## config.mk

```make
export PLATFORM = sky130hd
export DESIGN_NAME = wb_req_arbiter
export DESIGN_NICKNAME = d
export VERILOG_FILES = /design/src/rtl/wb_req_arbiter.sv
export SDC_FILE = /design/constraint.sdc
export NUM_CORES = 1
export LEC_CHECK = 0
export BUFFER_PORTS_ARGS = -buffer_cell sky130_fd_sc_hd__buf_2
export CORE_UTILIZATION = 25
export DETAILED_ROUTE_END_ITERATION = 10
export PLACE_DENSITY = 0.49
export SLEW_MARGIN = 20
export SYNTH_ARGS = -nofsm -noshare
export SYNTH_HDL_FRONTEND = slang
export SYNTH_SLANG_ARGS = --single-unit
export TNS_END_PERCENT = 30
```

## constraint.sdc

```tcl
create_clock -name clock -period 8.2 [get_ports clock]
set_input_delay 0.41 -clock clock [delete_from_list [all_inputs] [get_ports clock]]
set_output_delay 0.41 -clock clock [all_outputs]
set_load 0.01 [all_outputs]
```

## src/rtl/wb_req_arbiter.sv

```systemverilog
// Writeback arbiter: three per-source FIFOs (cache=0, ALU=1, MUL=2) feeding the single ROB
// write port round-robin, with per-thread flush scrubbing and registered producer backpressure.

package wb_req_pkg;
   localparam int THR_PER_CORE       = 2;
   localparam int THR_PER_CORE_WIDTH = (THR_PER_CORE > 1) ? $clog2(THR_PER_CORE) : 1;

   typedef struct packed {
      logic [5:0]  rob_idx;
      logic [31:0] value;
      logic        exc;
   } writeback_request_t;
endpackage

module wb_src_fifo
   import wb_req_pkg::*;
#(
   parameter int FIFO_DEPTH = 2
) (
   input  logic                          clock,
   input  logic                          reset,
   input  logic [THR_PER_CORE-1:0]       flush_pipeline,
   input  logic                          req_valid,
   input  writeback_request_t            req_info,
   input  logic [THR_PER_CORE_WIDTH-1:0] req_thread_id,
   input  logic                          grant_pop,
   output logic                          ready,
   output logic                          head_cand,
   output writeback_request_t            head_info,
   output logic [THR_PER_CORE_WIDTH-1:0] head_thread_id,
   output logic                          any_valid
);
   localparam int PW = $clog2(FIFO_DEPTH);
   localparam int CW = PW + 1;

   logic [FIFO_DEPTH-1:0]         vld_q, vld_d;
   writeback_request_t            info_q [FIFO_DEPTH];
   writeback_request_t            info_d [FIFO_DEPTH];
   logic [THR_PER_CORE_WIDTH-1:0] tid_q  [FIFO_DEPTH];
   logic [THR_PER_CORE_WIDTH-1:0] tid_d  [FIFO_DEPTH];
   logic [PW-1:0]                 rd_ptr_q, rd_ptr_d, wr_ptr_q, wr_ptr_d;
   logic [CW-1:0]                 cnt_q, cnt_d;
   logic                          push, pop, scrub, head_vld;

   // Ready looks only at the registered count, never at this cycle's pop.
   assign ready          = reset && (cnt_q < CW'(FIFO_DEPTH));
   assign push           = req_valid && ready && !flush_pipeline[req_thread_id];
   assign head_vld       = (cnt_q != '0) && vld_q[rd_ptr_q];
   assign head_cand      = reset && head_vld && !flush_pipeline[tid_q[rd_ptr_q]];
   assign scrub          = (cnt_q != '0) && !vld_q[rd_ptr_q];
   assign pop            = scrub || grant_pop;
   assign head_info      = info_q[rd_ptr_q];
   assign head_thread_id = tid_q[rd_ptr_q];
   assign any_valid      = |vld_q;

   always_comb begin
      vld_d    = vld_q;
      info_d   = info_q;
      tid_d    = tid_q;
      rd_ptr_d = rd_ptr_q;
      wr_ptr_d = wr_ptr_q;
      cnt_d    = cnt_q;
      for (int i = 0; i < FIFO_DEPTH; i++) begin
         if (flush_pipeline[tid_q[i]]) vld_d[i] = 1'b0;
      end
      if (pop) begin
         vld_d[rd_ptr_q] = 1'b0;
         rd_ptr_d        = rd_ptr_q + PW'(1);
      end
      if (push) begin
         vld_d[wr_ptr_q]  = 1'b1;
         info_d[wr_ptr_q] = req_info;
         tid_d[wr_ptr_q]  = req_thread_id;
         wr_ptr_d         = wr_ptr_q + PW'(1);
      end
      case ({push, pop})
         2'b10:   cnt_d = cnt_q + CW'(1);
         2'b01:   cnt_d = cnt_q - CW'(1);
         default: cnt_d = cnt_q;
      endcase
   end

   always_ff @(posedge clock) begin
      if (!reset) begin
         vld_q    <= '0;
         rd_ptr_q <= '0;
         wr_ptr_q <= '0;
         cnt_q    <= '0;
      end else begin
         vld_q    <= vld_d;
         rd_ptr_q <= rd_ptr_d;
         wr_ptr_q <= wr_ptr_d;
         cnt_q    <= cnt_d;
      end
   end

   // Payload storage needs no reset: an entry is only read while its valid bit is set.
   always_ff @(posedge clock) begin
      info_q <= info_d;
      tid_q  <= tid_d;
   end

   a_no_push_when_full: assert property (@(posedge clock) disable iff (!reset)
      !(req_valid && !ready));
endmodule

module wb_req_arbiter
   import wb_req_pkg::*;
#(
   parameter int FIFO_DEPTH = 2
) (
   input  logic                          clock,
   input  logic                          reset,
   input  logic [THR_PER_CORE-1:0]       flush_pipeline,
   input  logic                          alu_req_valid,
   input  writeback_request_t            alu_req_info,
   input  logic [THR_PER_CORE_WIDTH-1:0] alu_thread_id,
   input  logic                          mul_req_valid,
   input  writeback_request_t            mul_req_info,
   input  logic [THR_PER_CORE_WIDTH-1:0] mul_thread_id,
   input  logic                          cache_req_valid,
   input  writeback_request_t            cache_req_info,
   input  logic [THR_PER_CORE_WIDTH-1:0] cache_thread_id,
   output logic                          alu_ready,
   output logic                          mul_ready,
   output logic                          cache_ready_o,
   output logic                          rob_req_valid,
   output writeback_request_t            rob_req_info,
   output logic [THR_PER_CORE_WIDTH-1:0] rob_req_thread_id,
   output logic [1:0]                    rob_req_src,
   input  logic                          rob_req_ready,
   output logic                          busy
);
   localparam int NSRC = 3;
   localparam int TW   = THR_PER_CORE_WIDTH;

   logic [NSRC-1:0]              src_req_valid, src_ready, head_cand, any_valid, grant_pop;
   writeback_request_t [NSRC-1:0] src_req_info, head_info;
   logic [NSRC-1:0][TW-1:0]      src_tid, head_tid;

   logic [1:0] rr_last_q, rr_last_d, src_q, src_d, lock_src_q, lock_src_d, grant;
   logic       lock_q, lock_d, grant_vld, accept;

   assign src_req_valid = {mul_req_valid, alu_req_valid, cache_req_valid};
   assign src_req_info  = {mul_req_info, alu_req_info, cache_req_info};
   assign src_tid       = {mul_thread_id, alu_thread_id, cache_thread_id};
   assign cache_ready_o = src_ready[0];
   assign alu_ready     = src_ready[1];
   assign mul_ready     = src_ready[2];

   for (genvar g = 0; g < NSRC; g++) begin : g_src
      wb_src_fifo #(.FIFO_DEPTH(FIFO_DEPTH)) u_fifo (
         .clock          (clock),
         .reset          (reset),
         .flush_pipeline (flush_pipeline),
         .req_valid      (src_req_valid[g]),
         .req_info       (src_req_info[g]),
         .req_thread_id  (src_tid[g]),
         .grant_pop      (grant_pop[g]),
         .ready          (src_ready[g]),
         .head_cand      (head_cand[g]),
         .head_info      (head_info[g]),
         .head_thread_id (head_tid[g]),
         .any_valid      (any_valid[g])
      );
   end

   function automatic logic [1:0] rr_idx(input logic [1:0] last, input int k);
      int s;
      s = (int'(last) + k) % NSRC;
      return 2'(s);
   endfunction

   // A stalled grant is locked so a newly arrived higher-priority source cannot
   // swap the payload under the ROB; only a flush of the locked head releases it.
   always_comb begin
      grant_vld = 1'b0;
      grant     = 2'd0;
      if (lock_q && head_cand[lock_src_q]) begin
         grant_vld = 1'b1;
         grant     = lock_src_q;
      end else begin
         for (int k = 1; k <= NSRC; k++) begin
            if (!grant_vld && head_cand[rr_idx(rr_last_q, k)]) begin
               grant_vld = 1'b1;
               grant     = rr_idx(rr_last_q, k);
            end
         end
      end
      accept     = grant_vld && rob_req_ready;
      grant_pop  = '0;
      if (accept) grant_pop[grant] = 1'b1;
      rr_last_d  = accept ? grant : rr_last_q;
      src_d      = grant_vld ? grant : src_q;
      lock_d     = grant_vld && !rob_req_ready;
      lock_src_d = grant;
   end

   always_ff @(posedge clock) begin
      if (!reset) begin
         rr_last_q  <= 2'd2;
         src_q      <= 2'd0;
         lock_q     <= 1'b0;
         lock_src_q <= 2'd0;
      end else begin
         rr_last_q  <= rr_last_d;
         src_q      <= src_d;
         lock_q     <= lock_d;
         lock_src_q <= lock_src_d;
      end
   end

   assign rob_req_valid     = grant_vld;
   assign rob_req_info      = grant_vld ? head_info[grant] : '0;
   assign rob_req_thread_id = grant_vld ? head_tid[grant] : '0;
   assign rob_req_src       = reset ? src_d : 2'd0;
   assign busy              = reset && (|any_valid);
endmodule

```

==> results of run 1 <==
cell type report:
type | count | area [sq um]
clock buffer | 33 | 783
fill | 4354 | 29800
sequential | 265 | 7720
multi-input combinational | 392 | 3150
clock inverter | 23 | 235
inverter | 13 | 51.3
antenna | 2 | 5.00
tap | 585 | 732
timing repair buffer | 181 | 923
metal layers:
| metal | vias to the layer above | share of wire | track usage | routed length, microns |
|---|---|---|---|---|
| met5 | - | 0.0014 | 0 | 38 |
| met4 | 6 | 0.018 | 0.0312 | 513 |
| met3 | 43 | 0.046 | 0.0244 | 1270 |
| met2 | 136 | 0.47 | 0.203 | 13000 |
| met1 | 3103 | 0.47 | 0.168 | 13000 |
| li1 | 3088 | - | - | - |
synthesized netlist by cell type (2+ instances only):
cell type	number
a31o_1	4
a21o_1	3
ha_1	5
xor2_1	3
o21a_1	2
o21ai_0	41
nor3_1	4
o2111ai_1	2
edfxtp_1	240
mux2i_1	92
o311a_1	2
mux2_2	53
nand2_1	14
and2_1	4
buf_4	2
nor2b_1	3
inv_1	11
nand4_1	2
buf_1	2
nand2b_1	2
and3_1	5
or3_1	4
buf_2	7
mux2_1	26
dfxtp_1	25
xnor2_1	6
nand3_1	6
clkbuf_1	27
a31oi_1	3
o21ai_1	9
nor4_1	2
o211ai_1	2
mux2i_2	3
nor2_1	22
a21oi_1	52
kinds of logic (layout without fill, tap and decap cells):
group / after synthesis / in the layout / synth area share
buf+inv: 52 / 250 / 0.0201
xor+xnor: 9 / 9 / 0.00714
flops: 265 / 265 / 0.698
compound gates: 129 / 129 / 0.0663
fa+ha+maj: 5 / 5 / 0.00567
other cells: 0 / 2 / 0
simple gates: 75 / 75 / 0.0351
mux: 174 / 174 / 0.168
metrics by stage:
step            util  setup WS [ps]  area, sq um  instances  hold WS [ps]
6_report       0.314           3410        13600       1494          43.1
5_1_grt        0.314           3050        13600       1492          14.7
3_5_place_dp   0.290           3720        12600       1436           501
3_3_place_gp   0.290           3760        12600       1436           500
4_1_cts        0.314           3320        13600       1492          7.73
2_1_floorplan      -           4840        11000        709           471
worst max-delay path, cell delays in order, from the launching register on:
cell	delay, ps
dfxtp_4	930
mux2i_2	350
mux2i_2	340
and2_1	220
a41oi_1	120
o31a_1	440
inv_2	630
o21ai_0	220
a21oi_1	330
buf_2	210
flip-flops by register name (all words and copies together), names as in the netlist:
name                   count
g_src.u_fifo.rd_ptr_q      3
g_src.u_fifo.tid_q         6
g_src.u_fifo.cnt_q         6
lock_q                     1
rr_last_q                  2
lock_src_q                 2
g_src.u_fifo.wr_ptr_q      3
g_src.u_fifo.info_q      234
src_q                      2
g_src.u_fifo.vld_q         6
final timing paths:
path / from / end / slack, ps / cells after the start
worst max-delay path: g_src[0].u_fifo.rd_ptr_q$_SDFFE_PN0N_ / rob_req_info[4] / 3410 / 9
worst min-delay path: alu_req_info[30] / g_src[1].u_fifo.info_q[30]$_DFFE_PP_ / 40 / 1
worst max register to register: g_src[0].u_fifo.rd_ptr_q$_SDFFE_PN0N_ / g_src[0].u_fifo.cnt_q[1]$_SDFFE_PN0P_ / 3790 / 11
worst min register to register: g_src[2].u_fifo.cnt_q[1]$_SDFFE_PN0P_ / g_src[2].u_fifo.cnt_q[1]$_SDFFE_PN0P_ / 510 / 2
power breakdown:
group	leakage (nW)	internal [mW]	total, mW	switching, mW
logic	1.88	0.306	0.549	0.243
registers	2.38	1.56	1.70	0.145
clock network	0.501	0.840	1.37	0.531
layout by cell type, fill, tap and decap left out, drive strengths merged, types with 3 or more instances in the layout:
master,Yosys,layout
xnor2,6,6
nor2b,3,3
or3,4,4
nor2,22,22
ha,5,5
mux2,79,79
nand2,14,14
a21o,3,3
a31oi,3,3
nor3,4,4
clkinv,0,17
edfxtp,240,240
clkbuf,27,33
a31o,4,4
bufinv,0,5
buf,12,181
o21ai,50,50
xor2,3,3
nand3,6,6
a21oi,52,52
inv,13,13
and3,5,5
dfxtp,25,25
mux2i,95,95
and2,4,4
==> qor.yml, run 1 <==
worst_setup_path:
  arrival_ps: 4380
  crit_path_max_fanout: 46
  cp-start-kind: "register"
  required_ps: 7790
  cp-end-kind: "primary output"
  path_class: "register to primary output"
sta:
  hold_viol: 0
  setup_viol: 0
  rsz0062_at_grt: "false"
  min_period_ps: 4790
  fmax_mhz: 209
  drv_slew: 0
  tns_ps: 0
  worst_pin_slew_ps: 1000
  finClkSkew_ps: 14.1
  relSlewSlack: 0.333
  fin_crit_sh: 0.584
clock_network:
  cts_hold_buffers: 0
  cts_sinks: 265
  clock_path_buffers: 3
  htreeDepth: 1
  cts_tree: "yes"
  clk_latency_ps: 560
  path_clk_slew_ps: 60
  postCtsSetupBuffers: 0
  numCtsBuffers: 30
  cts_root_buf: "clkbuf_16"
  cts_resized: 0
power:
  powerDensity_nw_per_um2: 266
  fin_total_pwr_mw: 3.62
  vdd_drop_max_uv: 132
  p_leak_nw: 4.77
hold_path:
  min-delay-path-class: "input port to register"
floorplan:
  die_w_microns: 212
  core_area_sq_um: 43400
  num_io_pins: 175
  die_area_sq_um: 45000
  rows: 76
  initial_core_util: 0.255
  die_h_microns: 212
global_routing:
  grt_pass1_wl_mm: 41.7
  track_usage: 0.124
  overflow: 0
  grt_pass1_vias: 6714
  grt_start_max_net_pins: 82
  antenna_found_initial: 4
synth:
  netlist_instances: 709
  synth_cell_types: 54
  synth_flop_cell: "edfxtp_1"
  ys_warn_count: 0
  avgSynthCellArea_sq_um: 15.6
  synth-seq-area-share: 0.698
  synth_nets: 842
  synth.area.top_cells: "edfxtp_1 65%, mux2i_1 8.3%, mux2_2 5.4%"
  ys_ff_latch: 265
  synth-async-reset-ratio: 0
  synth_area_sq_um: 11000
  yosys.area.top_type: "edfxtp_1"
  synth_top_cell_area_share: 0.653
  synth_edf_count: 240
cells_and_area:
  drive_gt1_frac: 0.329
  syn_to_final_growth_pct: 23.2
  nets: 1016
routing:
  wl_per_cell_microns: 18.6
  drc: 0
  firstDrtPassIters: 4
  vias: 6376
  finalWirelength_mm: 27.8
  dr.first_iter.drc_count: 229
  ant_nets: 0
  vias_per_cell: 4.27
placement:
  port_buffers: 174
  place_hpwl_mm: 17.7
  gp_congestion: 0.797
run:
  maxCapViolations: 0
run_status:
  status: "completed"
(Power assumes the default switching activity.)
==> run 2, diff against run 1 <==
==> constraint.sdc (replaced) <==
create_clock -name clock -period 4.6 [get_ports clock]
set_input_delay 0.23 -clock clock [delete_from_list [all_inputs] [get_ports clock]]
set_output_delay 0.23 -clock clock [all_outputs]
set_load 0.01 [all_outputs]
==> run 2 against run 1 <==
- via count up 10%
- clock power up 88%
- sequential cell count unchanged
- global-route usage up 0.92 points
- setup slack worse by 3200 ps
- sequential power up 73%
- non-clock buffer count up 129
- count of clock-buffer cells in the layout up 3
- routed wire length up 7.8%
==> qor.yml, run 2 (synthesis gave the netlist of run 1 again) <==
sta:
  setup_viol: 0  # unchanged
  fmax_mhz: 230
  min_period_ps: 4340
  hold_viol: 0  # unchanged
  relSlewSlack: 0.381  # +0.0476
  drv_slew: 0  # unchanged
  rsz0062_at_grt: "false"
  tns_ps: 0  # unchanged
  worst_hold_slack_ps: 102  # +59.3 ps
  fin_crit_sh: 0.944
  worst_pin_slew_ps: 927  # -73.6 ps
  finClkSkew_ps: 14.6  # +0.529 ps
routing:
  wl_per_cell_microns: 18.5  # -0.79%
  vias_per_cell: 4.33  # +1.4%
  firstDrtPassIters: 4  # unchanged
  drc: 0  # unchanged
  vias: 7025  # +10%
  finalWirelength_mm: 30.0  # +7.8%
  dr.first_iter.drc_count: 351  # +53%
  ant_nets: 0  # unchanged
floorplan:
  initial_core_util: 0.255  # unchanged
  rows: 76  # unchanged
  core_area_sq_um: 43400  # unchanged
  num_io_pins: 175  # unchanged
  die_w_microns: 212  # unchanged
  die_h_microns: 212  # unchanged
  die_area_sq_um: 45000  # unchanged
cells_and_area:
  drive_gt1_frac: 0.294  # -0.0344
  nFillCells: 4313  # -0.94%
  largest_reg_flops: 234  # unchanged
  syn_to_final_growth_pct: 35.3
  nets: 1146  # +13%
  layout.cells.most_common: "edfxtp_1"
  largest_register: "g_src.u_fifo.info_q"
  layout_common_cells: "240 x edfxtp_1, 174 x buf_2, 122 x dlygate4sd3_1, 92 x mux2i_1, 53 x mux2_2"
clock_network:
  htreeDepth: 1  # unchanged
  numCtsBuffers: 31  # +3.3%
  postCtsSetupBuffers: 0  # unchanged
  clock_path_buffers: 3  # unchanged
  cts_resized: 0  # unchanged
  cts_root_buf: "clkbuf_16"
  path_clk_slew_ps: 60  # about the same
  clk_latency_ps: 580  # +20 ps
  cts_sinks: 265  # unchanged
  cts_tree: "yes"
global_routing:
  overflow: 0  # unchanged
  track_usage: 0.133  # +0.00918
  grt_pass1_vias: 7396  # +10%
  grt_start_max_net_pins: 48  # -41%
  global_route.usage.met2: 0.231  # +0.0283
  busiest_layer: "met2"
  antenna_found_initial: 2  # -2
  met3_usage: 0.0241  # -0.000295
  grt_pass1_wl_mm: 44.6  # +6.9%
  gr-usage-met1: 0.168  # +0.000835
power:
  vdd_drop_max_uv: 279  # +110%
  p_leak_nw: 5.34  # +12%
  powerDensity_nw_per_um2: 449  # +69%
worst_setup_path:
  crit_path_max_fanout: 47  # +2.2%
  path_class: "register to primary output"
  cp-end-kind: "primary output"
  cp-start-kind: "register"
  required_ps: 4370  # -3420 ps
  arrival_ps: 4110  # -270 ps
  reg2reg_depth: 12  # +1
run_status:
  status: "completed"
placement:
  port_buffers: 174  # unchanged
  place_hpwl_mm: 19.1  # +7.8%
  gp_congestion: 0.810  # +1.7%
hold_path:
  hold_depth: 4  # +3
  min-delay-path-class: "input port to register"
run:
  maxCapViolations: 0  # unchanged
[run 2: stage by stage]
| stage | power [mW] | std cells | util | instance area [sq um] | worst slack [ps] |
|---|---|---|---|---|---|
| 6_report | 6.71 | 1623 | 0.345 | 14900 | 260 |
| 5_1_grt | 7.01 | 1623 | 0.345 | 14900 | 23.9 |
| 4_1_cts | 6.82 | 1622 | 0.345 | 14900 | 222 |
| 3_5_place_dp | 4.13 | 1443 | 0.292 | 12700 | 833 |
| 3_3_place_gp | 4.12 | 1443 | 0.292 | 12700 | 831 |
| 2_1_floorplan | 3.76 | 709 | - | 11000 | 1420 |
[run 2: worst paths after layout]
check | slack [ps] | startpoint | endpoint
setup / recovery | 260 | g_src[1].u_fifo.rd_ptr_q$_SDFFE_PN0N_ | rob_req_info[1]
hold / removal | 100 | mul_req_valid | g_src[2].u_fifo.wr_ptr_q$_SDFFE_PN0P_
setup reg to reg | 880 | g_src[2].u_fifo.rd_ptr_q$_SDFFE_PN0N_ | g_src[2].u_fifo.cnt_q[1]$_SDFFE_PN0P_
hold reg to reg | 500 | src_q[0]$_DFF_P_ | src_q[0]$_DFF_P_
[run 2: power by group]
group / leakage, nW / internal [mW] / switching, mW / total [mW]
logic: 2.43 / 0.620 / 0.582 / 1.20
registers: 2.38 / 2.77 / 0.164 / 2.94
clock network: 0.522 / 1.57 / 0.993 / 2.57
total: 5.34 / 4.97 / 1.74 / 6.71
[run 2: layer usage]
layer	wire, microns	up-vias
met4	602	2
met3	1390	36
met1	13200	3463
met2	14800	171
met5	13	-
li1	-	3353
[run 2: worst max-delay path, cell delays in order, from the launching register on]
cell	delay (ps)
dfxtp_4	600
mux2i_1	370
mux2i_2	360
and4_1	300
a31o_1	130
a31o_4	380
buf_4	530
o21ai_0	210
a21oi_1	390
buf_2	220
[run 2: what timing repair did]
| action | CTS | global route |
|---|---|---|
| endpoints found under the hold margin | 244 | 0 |
| setup endpoints to repair | 0 | 0 |
| hold buffers | 122 | 0 |
[run 2: cell type report]
type / count / area [sq um] / share of cell area
multi-input combinational: 392 / 3150 / 0.211
tap: 585 / 732 / 0.0490
inverter: 13 / 52.6 / 0.00352
sequential: 265 / 7720 / 0.516
clock inverter: 21 / 269 / 0.0180
timing repair buffer: 310 / 2220 / 0.149
clock buffer: 36 / 795 / 0.0532
antenna: 1 / 2.50 / 0.000167
